`config.mk`:
```
export PLATFORM = sky130hd
export DESIGN_NAME = mac_job_scheduler
export DESIGN_NICKNAME = d
export VERILOG_FILES = /design/src/rtl/mac_job_scheduler.sv
export SDC_FILE = /design/constraint.sdc
export NUM_CORES = 1
export LEC_CHECK = 0
export CORE_UTILIZATION = 40
export DETAILED_ROUTE_END_ITERATION = 10
export GPL_TIMING_DRIVEN = 0
export PLACE_DENSITY_LB_ADDON = 0.15
export RECOVER_POWER = 100
export SLEW_MARGIN = 30
export SYNTH_ARGS = -nofsm -noshare
export SYNTH_HDL_FRONTEND = slang
export SYNTH_SLANG_ARGS = --single-unit
```
`constraint.sdc`:
```
create_clock -name clk -period 7 [get_ports clk]
set_input_delay 1.75 -clock clk [delete_from_list [all_inputs] [get_ports clk]]
set_output_delay 1.75 -clock clk [all_outputs]
set_load 0.05 [all_outputs]
```
`src/rtl/mac_job_scheduler.sv`:
```
// Round-robin scheduler sharing one 8x8 MAC datapath among NUM_REQ requesters.
// Optional build macro MAC_SAT_EN: saturating accumulation instead of wrap-around.
module mac_job_scheduler #(
  parameter int NUM_REQ    = 4,
  parameter int DATA_WIDTH = 16,
  parameter int LEN_W      = 8,
  parameter int ID_W       = 2
) (
  input  logic                     clk,
  input  logic                     reset,
  input  logic [NUM_REQ-1:0]       req,
  input  logic [NUM_REQ*LEN_W-1:0] job_len,
  output logic [NUM_REQ-1:0]       gnt,
  input  logic                     op_valid,
  output logic                     op_ready,
  input  logic [7:0]               op_a,
  input  logic [7:0]               op_b,
  output logic                     res_valid,
  input  logic                     res_ready,
  output logic [DATA_WIDTH-1:0]    res_data,
  output logic [ID_W-1:0]          res_id,
  output logic                     busy
);

  localparam logic [1:0] S_IDLE   = 2'd0;
  localparam logic [1:0] S_STREAM = 2'd1;
  localparam logic [1:0] S_DRAIN  = 2'd2;
  localparam logic [1:0] S_RESULT = 2'd3;

  logic [1:0]                        state;
  logic [ID_W-1:0]                   ptr;
  logic [ID_W-1:0]                   id;
  logic [LEN_W-1:0]                  cnt;
  logic [DATA_WIDTH-1:0]             acc;
  logic [DATA_WIDTH-1:0]             prod;
  logic                              prod_valid;

  logic [NUM_REQ-1:0][LEN_W-1:0]     len_arr;
  logic [ID_W-1:0]                   sel_id;
  logic                              sel_found;
  logic [31:0]                       idx;
  logic [ID_W-1:0]                   cand;
  logic [15:0]                       mul;
  logic [DATA_WIDTH:0]               sum;
  logic [DATA_WIDTH-1:0]             acc_next;

  assign len_arr = job_len;
  assign mul     = op_a * op_b;
  assign sum     = {1'b0, acc} + {1'b0, prod};

`ifdef MAC_SAT_EN
  assign acc_next = sum[DATA_WIDTH] ? '1 : sum[DATA_WIDTH-1:0];
`else
  assign acc_next = sum[DATA_WIDTH-1:0];
`endif

  // First requesting id at or above the pointer, wrapping past NUM_REQ-1.
  always_comb begin
    sel_found = 1'b0;
    sel_id    = '0;
    idx       = '0;
    cand      = '0;
    for (int unsigned k = 0; k < NUM_REQ; k++) begin
      idx  = (32'(ptr) + k) % NUM_REQ;
      cand = idx[ID_W-1:0];
      if (!sel_found && req[cand]) begin
        sel_found = 1'b1;
        sel_id    = cand;
      end
    end
  end

  assign op_ready  = (state == S_STREAM);
  assign res_valid = (state == S_RESULT);
  assign busy      = (state != S_IDLE);
  assign res_data  = acc;
  assign res_id    = id;

  always_ff @(posedge clk) begin
    if (reset) begin
      state      <= S_IDLE;
      ptr        <= '0;
      id         <= '0;
      cnt        <= '0;
      acc        <= '0;
      prod       <= '0;
      prod_valid <= 1'b0;
      gnt        <= '0;
    end else begin
      // Products land in the accumulator one cycle after their beat; a job
      // start below overrides this with a clear.
      if (prod_valid)
        acc <= acc_next;
      prod_valid <= 1'b0;

      case (state)
        S_IDLE: begin
          if (sel_found) begin
            id  <= sel_id;
            gnt <= NUM_REQ'(1) << sel_id;
            acc <= '0;
            cnt <= len_arr[sel_id];
            if (len_arr[sel_id] == '0)
              state <= S_RESULT;
            else
              state <= S_STREAM;
          end
        end
        S_STREAM: begin
          if (op_valid) begin
            prod       <= DATA_WIDTH'(mul);
            prod_valid <= 1'b1;
            cnt        <= cnt - 1'b1;
            if (cnt == LEN_W'(1))
              state <= S_DRAIN;
          end
        end
        S_DRAIN: state <= S_RESULT;
        S_RESULT: begin
          if (res_ready) begin
            gnt   <= '0;
            ptr   <= (id == ID_W'(NUM_REQ - 1)) ? '0 : id + 1'b1;
            state <= S_IDLE;
          end
        end
        default: state <= S_IDLE;
      endcase
    end
  end

endmodule

```
==> impl_summary.txt <==
----------------------------------------------------
[Run status]
  Status ... complete, no violations

[STA]
  Number of max-slew violations in the final report ... 0
  Final hold viol count ... 0
  Summed negative setup slack over all endpoints ... 0 ns
  Final setup violating endpoints ... 0
  Skew final ... 0.00668 ns
  Share of the clock period used by the worst path after layout ... 92.6%
  Relative slew slack ... 32.5%
  Worst slack on hold paths ... 0.458 ns
  Actual transition at the worst max-transition pin ... 1.01 ns
  Min Tclk post-route ... 6.48 ns
  Setup repair after global routing missed its margin ... false
  Timing-limited maximum frequency ... 154 MHz

[Route]
  DR pass1 iterations ... 4
  Detailed-route wire length per cell ... 13.3 um
  Drt first-iter violations ... 188
  Routed Antenna Nets ... 0
  DRC viols ... 0
  Overall routed net length ... 11600 um
  Average vias per placed instance ... 5.04
  Vias post-DR ... 4386

[Clocking]
  Clock tree from TritonCTS ... yes
  Total clock buffers created by CTS ... 5
  Clock-pin slew on the worst setup and hold paths ... 0.07 ns
  Clock tree buffer depth ... 2
  Cell at the root of the clock tree ... sky130_fd_sc_hd__clkbuf_16
  Number of sinks driven by the clock tree ... 51
  Worst-skew pair later-pin latency ... 0.29 ns
  Post-CTS sizing ... 0
  Setup repair bufs after CTS ... 0
  Clock H-tree levels ... 2
  Number of hold buffers added after CTS ... 0

[Worst setup path]
  Category of the most critical setup path ... in -> reg
  Worst path arrival time ... 6.68 ns
  Worst path bufs/invs ... 4
  Crit-path max cell delay ... 0.72 ns
  Critical Path Slowest Stage Cell ... sky130_fd_sc_hd__dlygate4sd3_1
  Cells traversed along the worst timing path ... dlygate4sd3_1, nand2_1, fa_1, fa_1, inv_1, fa_1, inv_1, fa_1, inv_1, ha_1, a21boi_0, o221a_1, o21a_1, o221a_1, or3_1, a311oi_1
  Crit path launch type ... primary input
  Cell family with the largest share of critical-path delay ... adder cells
  Origin of the critical flop-to-flop path ... ptr[1]
  Cell depth of the worst flop-to-flop path ... 7
  Capturing point of the worst reg2reg path ... cnt[0]
  Endpoint class of the critical path ... flop
  Most Frequent Cell on Critical Path ... sky130_fd_sc_hd__fa_1
  Maximum fanout count along the critical path ... 8
  WP data required ... 7.20 ns
  Register-to-register setup slack ... 3.97 ns

[Synth]
  Cells taking the most area after synthesis ... sky130_fd_sc_hd__dfxtp_1 (20%), sky130_fd_sc_hd__fa_1 (14%), sky130_fd_sc_hd__ha_1 (14%)
  YS warnings ... 0
  Multiplexer share of the synthesized area ... 6.63%
  Post-synthesis instance area ... 5170 sq um
  Area share of fa/ha/maj cells after synthesis ... 28.6%
  #FFs+latches synth ... 51
  Synth Net Count ... 764
  Synth Instances ... 612
  Area share of the leading cell type in the synthesized netlist ... 19.7%
  Combinational family with the most area after synthesis ... adder cells
  Simple-gate share of the synthesized area ... 21.8%
  Unique cell type count in the Yosys netlist ... 58
  Sequential-to-total area share from yosys stat ... 19.7%
  Most used DFF post-synth ... sky130_fd_sc_hd__dfxtp_1
  Parity-gate share of the synthesized area counting xor and xnor cells ... 2.71%
  Compound-gate portion of the synthesized area ... 14.7%
  Mean Syn Cell Area ... 8.45 sq um
  FFs w/ async S/R, synth ... 0%
  Post-synth EDFFs ... 0
  Cell type with the largest total area after synthesis ... sky130_fd_sc_hd__dfxtp_1

[Cells and area]
  Post-route cell area ... 6330 sq um
  Most common cell after layout, fill and taps aside ... sky130_fd_sc_hd__inv_1
  Share of layout cells above drive strength 1 ... 2.00%
  Most frequent cells in the layout ... sky130_fd_sc_hd__inv_1 (61), sky130_fd_sc_hd__nand2_1 (59), sky130_fd_sc_hd__ha_1 (59)
  Area growth from synthesis to layout ... 22.4%
  Antenna Diode Count ... 0
  Post-layout nets ... 851

[Global routing]
  Total global routing track utilization ... 18.3%
  Global-route wire length before repair ... 19800 um
  Antenna violations before repair ... 0
  Maximum number of pins on one net before global-route repair ... 15
  Remaining global-route overflow ... 0
  Number of global-route vias before repair ... 4240

[Min path]
  Min-delay src ... prod[10]
  Worst-case hold path end point ... prod[10]
  Classification of the worst-slack hold path ... reg -> reg
  Worst Hold Path Cells ... 2

[Placed design]
  Dpl hpwl ... 9700 um
  IO Port Bufs ... 80
  Placed cell area ... 6190 sq um
  Placer congestion estimate ... 0.829

[Run]
  Number of max-capacitance violations reported ... 0

[Pwr]
  Leak Pwr ... 2.90 nW
  IR drop worst, VDD ... 116 uV
  Power per Cell Area ... 257 nW/um^2

[Floorplan]
  Top-level I/O count ... 81
  Initial Util ... 41.0%
  Number of rows in the core area ... 41
  Die height ... 116 um
  Horiz. Die Dim ... 116 um
  Core area ... 12600 sq um
  DIE AREA ... 13400 sq um

----------------------------------------------------
[worst register-to-register path, delay by kind of cell, from the launching register on]
family | cells | cell delay [ns]
buffers and inverters | 1 | 0.51
multiplexers | 2 | 0.68
AND/OR/NAND/NOR | 2 | 0.86
flip-flops | 1 | 0.44
AO/OA/AOI/OAI | 2 | 0.44
[metal layers]
| metal | vias to the layer above | global-route usage (%) | wire [um] |
|---|---|---|---|
| li1 | 2267 | - | - |
| met1 | 2029 | 24.8 | 5670 |
| met2 | 83 | 31.1 | 5440 |
| met3 | 7 | 2.04 | 354 |
| met4 | 0 | 4.44 | 124 |
| met5 | - | 0 | 0 |
[cells by family after synthesis]
kind of cell | after synthesis
simple gates | 220
compound gates | 118
fa+ha+maj | 96
buf+inv | 78
flops | 51
mux | 33
xor+xnor | 16
[stage by stage]
stage               cells  utilization, %  setup slack, ns  power, W
finish                871            50.1            0.521   0.00162
global route          871            50.1            0.340   0.00178
CTS                   871            50.3            0.591   0.00165
detailed placement    864            49.0            0.269   0.00137
global placement      864            49.0            0.359   0.00136
floorplan             612               -             1.15   0.00113
[synth_stat cells (all sizes together) (3+ instances only)]
cell    instances
ha             59
o21a            7
dfxtp          51
nor3            9
a21oi          38
nand3           8
nor4b           3
mux2i          32
nor2           46
o21ai          22
nand2          59
o22ai           6
and2           57
nor4            4
buf             4
a211oi          6
or3             8
clkbuf         12
nand4           3
a21o            8
xnor2           9
a31oi           6
xor2            7
a311oi          4
fa             37
inv            62
nand2b         13
[cell type report]
| class | count | area (sq um) |
|---|---|---|
| Fill cell | 1244 | 6290 |
| Sequential cell | 51 | 1020 |
| Tap cell | 172 | 215 |
| Multi-Input combinational cell | 483 | 3840 |
| Inverter | 62 | 233 |
| Timing Repair Buffer | 80 | 801 |
| Clock inverter | 1 | 30.0 |
| Clock buffer | 6 | 129 |
| Buffer | 16 | 61.3 |
[flip-flops by register name, summed over array words and instances (netlist names)]
signal / cells
prod: 16
res_data: 16
state: 2
ptr: 2
res_id: 2
cnt: 8
gnt: 4
prod_valid: 1
[where the power goes]
group,total (W),internal [W],switching [W]
logic,0.000962,0.000401,0.000561
registers,0.000397,0.000350,0.0000473
clock network,0.000265,0.000167,0.0000981
[how the worst max path moves through the flow]
stage                     to  cells after the start  slack [ns]     from
floorplan           prod[15]                     14        1.15  op_a[1]
global placement    prod[15]                     16        0.36  op_a[0]
detailed placement  prod[15]                     15        0.27  op_a[2]
CTS                 prod[15]                     15        0.59  op_a[2]
global route        prod[15]                     16        0.34  op_a[0]
finish              prod[15]                     16        0.52  op_a[0]
No activity file was read; power rests on OpenSTA's default activity.
